`src/rtl/truth_table_sweeper_pkg.sv`:
```
// Shared types and width helpers for the exhaustive truth-table sweeper.
package truth_table_sweeper_pkg;

    typedef enum logic [1:0] {
        ST_IDLE   = 2'd0,
        ST_APPLY  = 2'd1,
        ST_SAMPLE = 2'd2,
        ST_DONE   = 2'd3
    } tts_state_t;

    function automatic int unsigned tts_nvec(input int unsigned n_in);
        return 32'd1 << n_in;
    endfunction

    function automatic int unsigned tts_errw(input int unsigned n_in, input int unsigned n_ch);
        return n_in + 32'($clog2(n_ch)) + 32'd1;
    endfunction

    function automatic int unsigned tts_chw(input int unsigned n_ch);
        return (n_ch > 32'd1) ? 32'($clog2(n_ch)) : 32'd1;
    endfunction

    function automatic int unsigned tts_pcw(input int unsigned n_ch);
        return 32'($clog2(n_ch + 32'd1));
    endfunction

endpackage

```
`src/rtl/truth_table_sweeper_if.sv`:
```
// Control, golden-table, DUT and result signals of one sweeper instance.
interface truth_table_sweeper_if
    import truth_table_sweeper_pkg::*;
#(
    parameter int unsigned N_IN = 4,
    parameter int unsigned N_CH = 8
);
    localparam int unsigned NVEC = tts_nvec(N_IN);
    localparam int unsigned ERRW = tts_errw(N_IN, N_CH);
    localparam int unsigned CHW  = tts_chw(N_CH);

    logic                   start;
    logic                   abort;
    logic [N_CH*NVEC-1:0]   expected;
    logic [N_CH-1:0]        dut_y;
    logic [N_IN-1:0]        vec;
    logic                   sample_valid;
    logic [N_CH-1:0]        mismatch;
    logic                   busy;
    logic                   done;
    logic                   pass;
    logic [ERRW-1:0]        err_count;
    logic [N_IN-1:0]        first_err_vec;
    logic [CHW-1:0]         first_err_ch;

    modport master (
        output start, abort, expected, dut_y,
        input  vec, sample_valid, mismatch, busy, done, pass,
               err_count, first_err_vec, first_err_ch
    );

    modport slave (
        input  start, abort, expected, dut_y,
        output vec, sample_valid, mismatch, busy, done, pass,
               err_count, first_err_vec, first_err_ch
    );

endinterface

```
`src/rtl/truth_table_sweeper_tt_compare.sv`:
```
// Combinational compare of all channels against their golden bit for the current vector.
module tt_compare
    import truth_table_sweeper_pkg::*;
#(
    parameter  int unsigned N_IN = 4,
    parameter  int unsigned N_CH = 8,
    localparam int unsigned NVEC = tts_nvec(N_IN),
    localparam int unsigned CHW  = tts_chw(N_CH),
    localparam int unsigned PCW  = tts_pcw(N_CH)
) (
    input  logic [N_IN-1:0]      i_vec,
    input  logic [N_CH*NVEC-1:0] i_expected,
    input  logic [N_CH-1:0]      i_dut_y,
    output logic [N_CH-1:0]      o_mismatch_c,
    output logic [PCW-1:0]       o_popcount_c,
    output logic [CHW-1:0]       o_low_ch_c,
    output logic                 o_any_c
);

    logic [NVEC-1:0] w_row;

    always_comb begin
        w_row        = '0;
        o_mismatch_c = '0;
        o_popcount_c = '0;
        o_low_ch_c   = '0;
        for (int c = 0; c < int'(N_CH); c++) begin
            w_row           = i_expected[c*NVEC +: NVEC];
            o_mismatch_c[c] = i_dut_y[c] ^ w_row[i_vec];
        end
        for (int c = int'(N_CH) - 1; c >= 0; c--) begin
            if (o_mismatch_c[c]) begin
                o_low_ch_c = CHW'(c);
            end
        end
        for (int c = 0; c < int'(N_CH); c++) begin
            o_popcount_c = o_popcount_c + PCW'(o_mismatch_c[c]);
        end
    end

    assign o_any_c = |o_mismatch_c;

endmodule

```
`src/rtl/truth_table_sweeper.sv`:
```
// Exhaustive truth-table sweeper: walks every input vector, samples N_CH channels
// after a settle interval and accumulates mismatch statistics.
module truth_table_sweeper
    import truth_table_sweeper_pkg::*;
#(
    parameter int unsigned N_IN   = 4,
    parameter int unsigned N_CH   = 8,
    parameter int unsigned SETTLE = 1,
    parameter int unsigned CONT   = 0
) (
    input  logic                  clk,
    input  logic                  reset,
    truth_table_sweeper_if.slave  bus
);

    localparam int unsigned NVEC = tts_nvec(N_IN);
    localparam int unsigned ERRW = tts_errw(N_IN, N_CH);
    localparam int unsigned CHW  = tts_chw(N_CH);
    localparam int unsigned PCW  = tts_pcw(N_CH);
    localparam int unsigned SUMW = ERRW + 1;
    localparam int unsigned CNTW = 8;

    tts_state_t        r_state;
    logic [N_IN-1:0]   r_vec;
    logic [CNTW-1:0]   r_settle_cnt;
    logic              r_sample_valid;
    logic [N_CH-1:0]   r_mismatch;
    logic              r_busy;
    logic              r_done;
    logic              r_pass;
    logic [ERRW-1:0]   r_err_count;
    logic [N_IN-1:0]   r_first_err_vec;
    logic [CHW-1:0]    r_first_err_ch;
    logic              r_first_flag;

    logic [N_CH-1:0]   w_mismatch;
    logic [PCW-1:0]    w_popcount;
    logic [CHW-1:0]    w_low_ch;
    logic              w_any;
    logic [SUMW-1:0]   w_err_sum;
    logic [ERRW-1:0]   w_err_next;
    logic              w_last;
    logic              w_abort;
    logic              w_start;

    tt_compare #(
        .N_IN (N_IN),
        .N_CH (N_CH)
    ) u_cmp (
        .i_vec        (r_vec),
        .i_expected   (bus.expected),
        .i_dut_y      (bus.dut_y),
        .o_mismatch_c (w_mismatch),
        .o_popcount_c (w_popcount),
        .o_low_ch_c   (w_low_ch),
        .o_any_c      (w_any)
    );

    // Saturating error accumulation: one extra bit catches the overflow.
    assign w_err_sum  = SUMW'(r_err_count) + SUMW'(w_popcount);
    assign w_err_next = w_err_sum[ERRW] ? '1 : w_err_sum[ERRW-1:0];
    assign w_last     = (r_vec == N_IN'(NVEC - 1));

    // Abort beats start; a finished sweep restarts on start or in continuous mode.
    assign w_abort = bus.abort && (r_state != ST_IDLE);
    assign w_start = !w_abort &&
                     (((r_state == ST_IDLE) && bus.start) ||
                      ((r_state == ST_DONE) && (bus.start || (CONT != 0))));

    always_ff @(posedge clk) begin
        if (reset) begin
            r_state         <= ST_IDLE;
            r_vec           <= '0;
            r_settle_cnt    <= '0;
            r_sample_valid  <= 1'b0;
            r_mismatch      <= '0;
            r_busy          <= 1'b0;
            r_done          <= 1'b0;
            r_pass          <= 1'b0;
            r_err_count     <= '0;
            r_first_err_vec <= '0;
            r_first_err_ch  <= '0;
            r_first_flag    <= 1'b0;
        end else if (w_abort) begin
            r_state        <= ST_IDLE;
            r_vec          <= '0;
            r_settle_cnt   <= '0;
            r_sample_valid <= 1'b0;
            r_mismatch     <= '0;
            r_busy         <= 1'b0;
            r_done         <= 1'b0;
            r_pass         <= 1'b0;
        end else if (w_start) begin
            r_state         <= ST_APPLY;
            r_vec           <= '0;
            r_settle_cnt    <= '0;
            r_sample_valid  <= 1'b0;
            r_mismatch      <= '0;
            r_busy          <= 1'b1;
            r_done          <= 1'b0;
            r_pass          <= 1'b0;
            r_err_count     <= '0;
            r_first_err_vec <= '0;
            r_first_err_ch  <= '0;
            r_first_flag    <= 1'b0;
        end else begin
            case (r_state)
                ST_APPLY: begin
                    // dut_y is captured on the edge that ends the settle window.
                    if (r_settle_cnt == CNTW'(SETTLE - 1)) begin
                        r_state        <= ST_SAMPLE;
                        r_sample_valid <= 1'b1;
                        r_mismatch     <= w_mismatch;
                        r_err_count    <= w_err_next;
                        if (w_any && !r_first_flag) begin
                            r_first_err_vec <= r_vec;
                            r_first_err_ch  <= w_low_ch;
                            r_first_flag    <= 1'b1;
                        end
                    end else begin
                        r_settle_cnt <= r_settle_cnt + CNTW'(1);
                    end
                end
                ST_SAMPLE: begin
                    r_sample_valid <= 1'b0;
                    r_mismatch     <= '0;
                    r_settle_cnt   <= '0;
                    if (w_last) begin
                        r_state <= ST_DONE;
                        r_busy  <= 1'b0;
                        r_done  <= 1'b1;
                        r_pass  <= (r_err_count == '0);
                    end else begin
                        r_state <= ST_APPLY;
                        r_vec   <= r_vec + N_IN'(1);
                    end
                end
                default: begin
                end
            endcase
        end
    end

    assign bus.vec           = r_vec;
    assign bus.sample_valid  = r_sample_valid;
    assign bus.mismatch      = r_mismatch;
    assign bus.busy          = r_busy;
    assign bus.done          = r_done;
    assign bus.pass          = r_pass;
    assign bus.err_count     = r_err_count;
    assign bus.first_err_vec = r_first_err_vec;
    assign bus.first_err_ch  = r_first_err_ch;

endmodule
```
`src/flat_wrapper.sv`:
```
// flat-port wrapper written by rule: the top's interface ports become plain ports
module truth_table_sweeper_flat import truth_table_sweeper_pkg::*;
#(
    parameter int unsigned N_IN   = 4,
    parameter int unsigned N_CH   = 8,
    parameter int unsigned SETTLE = 1,
    parameter int unsigned CONT   = 0
)
  (clk, reset, bus_start, bus_abort, bus_expected, bus_dut_y, bus_vec, bus_sample_valid, bus_mismatch, bus_busy, bus_done, bus_pass, bus_err_count, bus_first_err_vec, bus_first_err_ch);
  truth_table_sweeper_if #(.N_IN(N_IN), .N_CH(N_CH)) bus_i ();
  input  logic clk;
  input  logic reset;
  input wire logic [$bits(bus_i.start)-1:0] bus_start;
  input wire logic [$bits(bus_i.abort)-1:0] bus_abort;
  input wire logic [$bits(bus_i.expected)-1:0] bus_expected;
  input wire logic [$bits(bus_i.dut_y)-1:0] bus_dut_y;
  output wire logic [$bits(bus_i.vec)-1:0] bus_vec;
  output wire logic [$bits(bus_i.sample_valid)-1:0] bus_sample_valid;
  output wire logic [$bits(bus_i.mismatch)-1:0] bus_mismatch;
  output wire logic [$bits(bus_i.busy)-1:0] bus_busy;
  output wire logic [$bits(bus_i.done)-1:0] bus_done;
  output wire logic [$bits(bus_i.pass)-1:0] bus_pass;
  output wire logic [$bits(bus_i.err_count)-1:0] bus_err_count;
  output wire logic [$bits(bus_i.first_err_vec)-1:0] bus_first_err_vec;
  output wire logic [$bits(bus_i.first_err_ch)-1:0] bus_first_err_ch;
  assign bus_i.start = bus_start;
  assign bus_i.abort = bus_abort;
  assign bus_i.expected = bus_expected;
  assign bus_i.dut_y = bus_dut_y;
  assign bus_vec = bus_i.vec;
  assign bus_sample_valid = bus_i.sample_valid;
  assign bus_mismatch = bus_i.mismatch;
  assign bus_busy = bus_i.busy;
  assign bus_done = bus_i.done;
  assign bus_pass = bus_i.pass;
  assign bus_err_count = bus_i.err_count;
  assign bus_first_err_vec = bus_i.first_err_vec;
  assign bus_first_err_ch = bus_i.first_err_ch;
  truth_table_sweeper #(.N_IN(N_IN), .N_CH(N_CH), .SETTLE(SETTLE), .CONT(CONT)) u_core (.clk(clk), .reset(reset), .bus(bus_i));
endmodule
```
`config.mk`:
```
export PLATFORM = sky130hd
export DESIGN_NAME = truth_table_sweeper_flat
export DESIGN_NICKNAME = d
export VERILOG_FILES = /design/src/rtl/truth_table_sweeper_pkg.sv /design/src/rtl/truth_table_sweeper_if.sv /design/src/rtl/truth_table_sweeper_tt_compare.sv /design/src/rtl/truth_table_sweeper.sv /design/src/flat_wrapper.sv
export SDC_FILE = /design/constraint.sdc
export NUM_CORES = 1
export LEC_CHECK = 0
export CAP_MARGIN = 10
export CORE_AREA = 4 4 72 90
export CTS_BUF_LIST = sky130_fd_sc_hd__clkbuf_4 sky130_fd_sc_hd__clkbuf_8
export DETAILED_ROUTE_END_ITERATION = 10
export DIE_AREA = 0 0 76 94
export DONT_BUFFER_PORTS = 1
export GPL_ROUTABILITY_DRIVEN = 1
export GPL_TIMING_DRIVEN = 0
export PLACE_DENSITY = 0.74
export SYNTH_ARGS = -nofsm -noshare
export SYNTH_HDL_FRONTEND = slang
export SYNTH_SLANG_ARGS = --single-unit
```
`constraint.sdc`:
```
create_clock -name clk -period 6.61 [get_ports clk]
set_clock_uncertainty 0.05 [all_clocks]
set_input_delay 0.9915 -clock clk [delete_from_list [all_inputs] [get_ports clk]]
set_output_delay 0.9915 -clock clk [all_outputs]
set_load 0.005 [all_outputs]
```
==> results.toml <==
[clocking]
cts_tree = "done"
clk-insertion-delay-late_ns = 0.30
clk_pin_slew_worst_paths_ns = 0.09
cts_setup_buffers = 0
cts.sinks = 42
cts_hold_buf = 0
post_cts_resize_count = 0
cts_buffer_depth = 2
root_buffer = "clkbuf_8"
cts_buffers = 5
h-tree-depth = 2

[floorplan]
io_pins = 171
core_area_mm2 = 0.00570
die_h_um = 94
die_area_mm2 = 0.00714
start_util_pct = 57.4
die-width_um = 76
rows = 31

[synth]
synth_enable_flop_cells = 0
synth_area_leader_cell = "dfxtp_1"
ys_seq_elements = 42
synthesis.nets = 487
synth-main-ff-cell = "dfxtp_1"
avgSynthCellArea_um2 = 9.98
synth.distinct_cells = 50
netlist.area_leader.share_pct = 25.7
synth_top_cells_by_area = "dfxtp_1, mux4_2, ha_1"
ys_async_sr_fraction_pct = 0
postSynthCellCount = 328
yosys_warnings = 0
syn_area_mm2 = 0.00327
synth_seq_area_share_pct = 25.7

[worst_setup_path]
criticalPathCategory = "flop to flop"
cp-startpoint = "u_core.bus.vec[2]"
reg2reg_depth = 22
rr_startpoint = "u_core.bus.vec[2]"
arrival_ns = 6.31
r2r_end = "u_core.bus.err_count[7]"
start_kind = "flop"
worstSetupEndpoint = "u_core.bus.err_count[7]"
regToRegSetupSlack_ns = 0.43
worst_ep_required_time_ns = 6.73
path_max_fanout = 10
cp-end-kind = "flop"

[finish]
fill_cells = 478
postLayoutCellArea_mm2 = 0.00352
final_cell_mix = "nor2_1, dfxtp_1, mux4_2"
fin_cells = 405
syn_to_final_growth_pct = 7.53
nets = 494
multiInputGateArea_mm2 = 0.00225
register_area_um2 = 841
drive_gt1_share_pct = 19.0

[min_path]
hp-class = "flop to flop"
min_from = "u_core.bus.done"

[outcome]
status = "complete, no violations"

[routing]
detail-route-antenna-nets = 0
vias_per_cell = 6.51
wl_met2_mm = 4.40
post_drt_wl_per_cell_um = 21.0
drt_iter0_drc = 95
via_count = 2638
wl_met1_mm = 3.27
wirelength_mm = 8.50
post-route-drc-count = 0
wl_met3_um = 727
drtPass1Iterations = 4
topRoutingLayerUsed = "met4"

[sta]
fin_crit_sh_pct = 93.6
hold_violations = 0
max_freq_mhz = 162
slew_violations = 0
setup_viol = 0
worstMarginPinSlew_ns = 0.729
period_needed_ns = 6.18
relSlewSlack_pct = 51.1
rsz0062_at_grt = "false"
fin_setup_tns_ns = 0

[place]
dp_hpwl_mm = 7.12
place_area_mm2 = 0.00336
place_inst = 394
gp_congestion = 0.900
numPortBuffers = 0

[global_routing]
grt_max_degree = 15
grt_pass1_vias = 2604
antenna_found_initial = 0
grt_pass1_wl_mm = 13.1
grt_overflow_total = 0
grt_use_total_pct = 22.8

[power_and_ir_drop]
cellPowerDensity_mw_per_mm2 = 218
leakage_uw = 0.00126
peakVddDrop_mv = 0.103

[run]
cap_violations = 0
-- flip-flops by register name, indices dropped and copies added (netlist names) --
| signal | cells |
|---|---|
| u_core.bus.vec | 4 |
| u_core.r_state | 2 |
| u_core.bus.err_count | 8 |
| u_core.bus.mismatch | 8 |
| u_core.bus.busy | 1 |
| u_core.r_settle_cnt | 8 |
| u_core.bus.first_err_vec | 4 |
| u_core.bus.pass | 1 |
| u_core.bus.first_err_ch | 3 |
| u_core.bus.sample_valid | 1 |
| u_core.bus.done | 1 |
| u_core.r_first_flag | 1 |
-- worst max-delay path: stages, from the launching register on --
cell	delay, ns
dfxtp_1	0.41
buf_2	0.25
buf_2	0.29
buf_2	0.26
buf_2	0.30
mux4_2	0.33
nor2b_1	0.14
a211oi_1	0.23
a21oi_1	0.11
xor2_2	0.28
inv_1	0.12
fa_1	0.53
fa_1	0.44
fa_1	0.54
fa_1	0.17
inv_1	0.06
fa_1	0.40
a21o_1	0.20
a21oi_2	0.23
nor2_1	0.11
or3_1	0.37
a21oi_1	0.15
nor3_1	0.06
-- how the worst min path moves through the flow --
stage,depth (start not counted),slack [ns],endpoint
final,2,0.42,u_core.bus.done
after global routing,2,0.45,u_core.bus.done
after CTS,2,0.43,u_core.bus.done
after detailed placement,2,0.41,u_core.bus.done
after global placement,2,0.40,u_core.bus.done
after floorplan,2,0.39,u_core.r_first_flag
-- final cells by class --
| type | count | share of cell area [%] |
|---|---|---|
| flip-flops and latches | 42 | 23.9 |
| well taps | 66 | 2.35 |
| diodes | 3 | 0.213 |
| inverters | 23 | 2.49 |
| clock inverters | 3 | 1.95 |
| plain buffers | 19 | 3.23 |
| multi-input cells | 244 | 63.9 |
| clock buffers | 5 | 1.95 |
-- per-stage QoR --
step / util [%] / hold slack, ns / setup slack [ns] / total power [uW]
2_1_floorplan: - / 0.392 / 1.03 / 473
3_3_place_gp: 58.9 / 0.404 / 0.300 / 515
3_5_place_dp: 58.9 / 0.412 / 0.247 / 521
4_1_cts: 61.3 / 0.425 / 0.206 / 769
5_1_grt: 61.6 / 0.451 / 0.0800 / 811
6_report: 61.8 / 0.421 / 0.426 / 767
-- cells by family after synthesis --
| group | count (synthesis) | share of synthesized area [%] |
|---|---|---|
| flip-flops | 42 | 25.7 |
| adder cells (fa/ha/maj) | 19 | 8.41 |
| AND/OR/NAND/NOR | 92 | 13.8 |
| AO/OA/AOI/OAI | 69 | 13.0 |
| multiplexers | 48 | 28.7 |
| buffers and inverters | 42 | 6.15 |
| XOR/XNOR | 16 | 4.28 |
-- synthesized netlist by cell type, types with 5 or more instances --
cell type,number
xor2_1,16
o21ai_0,12
buf_2,6
nor2_1,42
mux4_2,34
nand4_1,6
mux2i_1,12
fa_1,5
nand3_1,5
nand2_1,11
a21oi_1,28
ha_1,14
inv_1,18
clkbuf_1,8
nor3_1,9
dfxtp_1,42
a21o_1,5
a22oi_1,9
-- layer usage --
layer,vias to the layer above,global-route usage (%)
met2,125,39.9
li1,1241,-
met1,1263,28.0
met5,-,0
met4,0,5.34
met3,9,5.66
-- power by group --
part	internal (uW)	total (uW)	switching [uW]	leakage [uW]
Clock	151	248	96.8	0.0000684
Sequential	265	277	12.1	0.000340
Combinational	106	242	136	0.000850
Total	522	767	245	0.00126
Power figures use the tool's default switching activity.
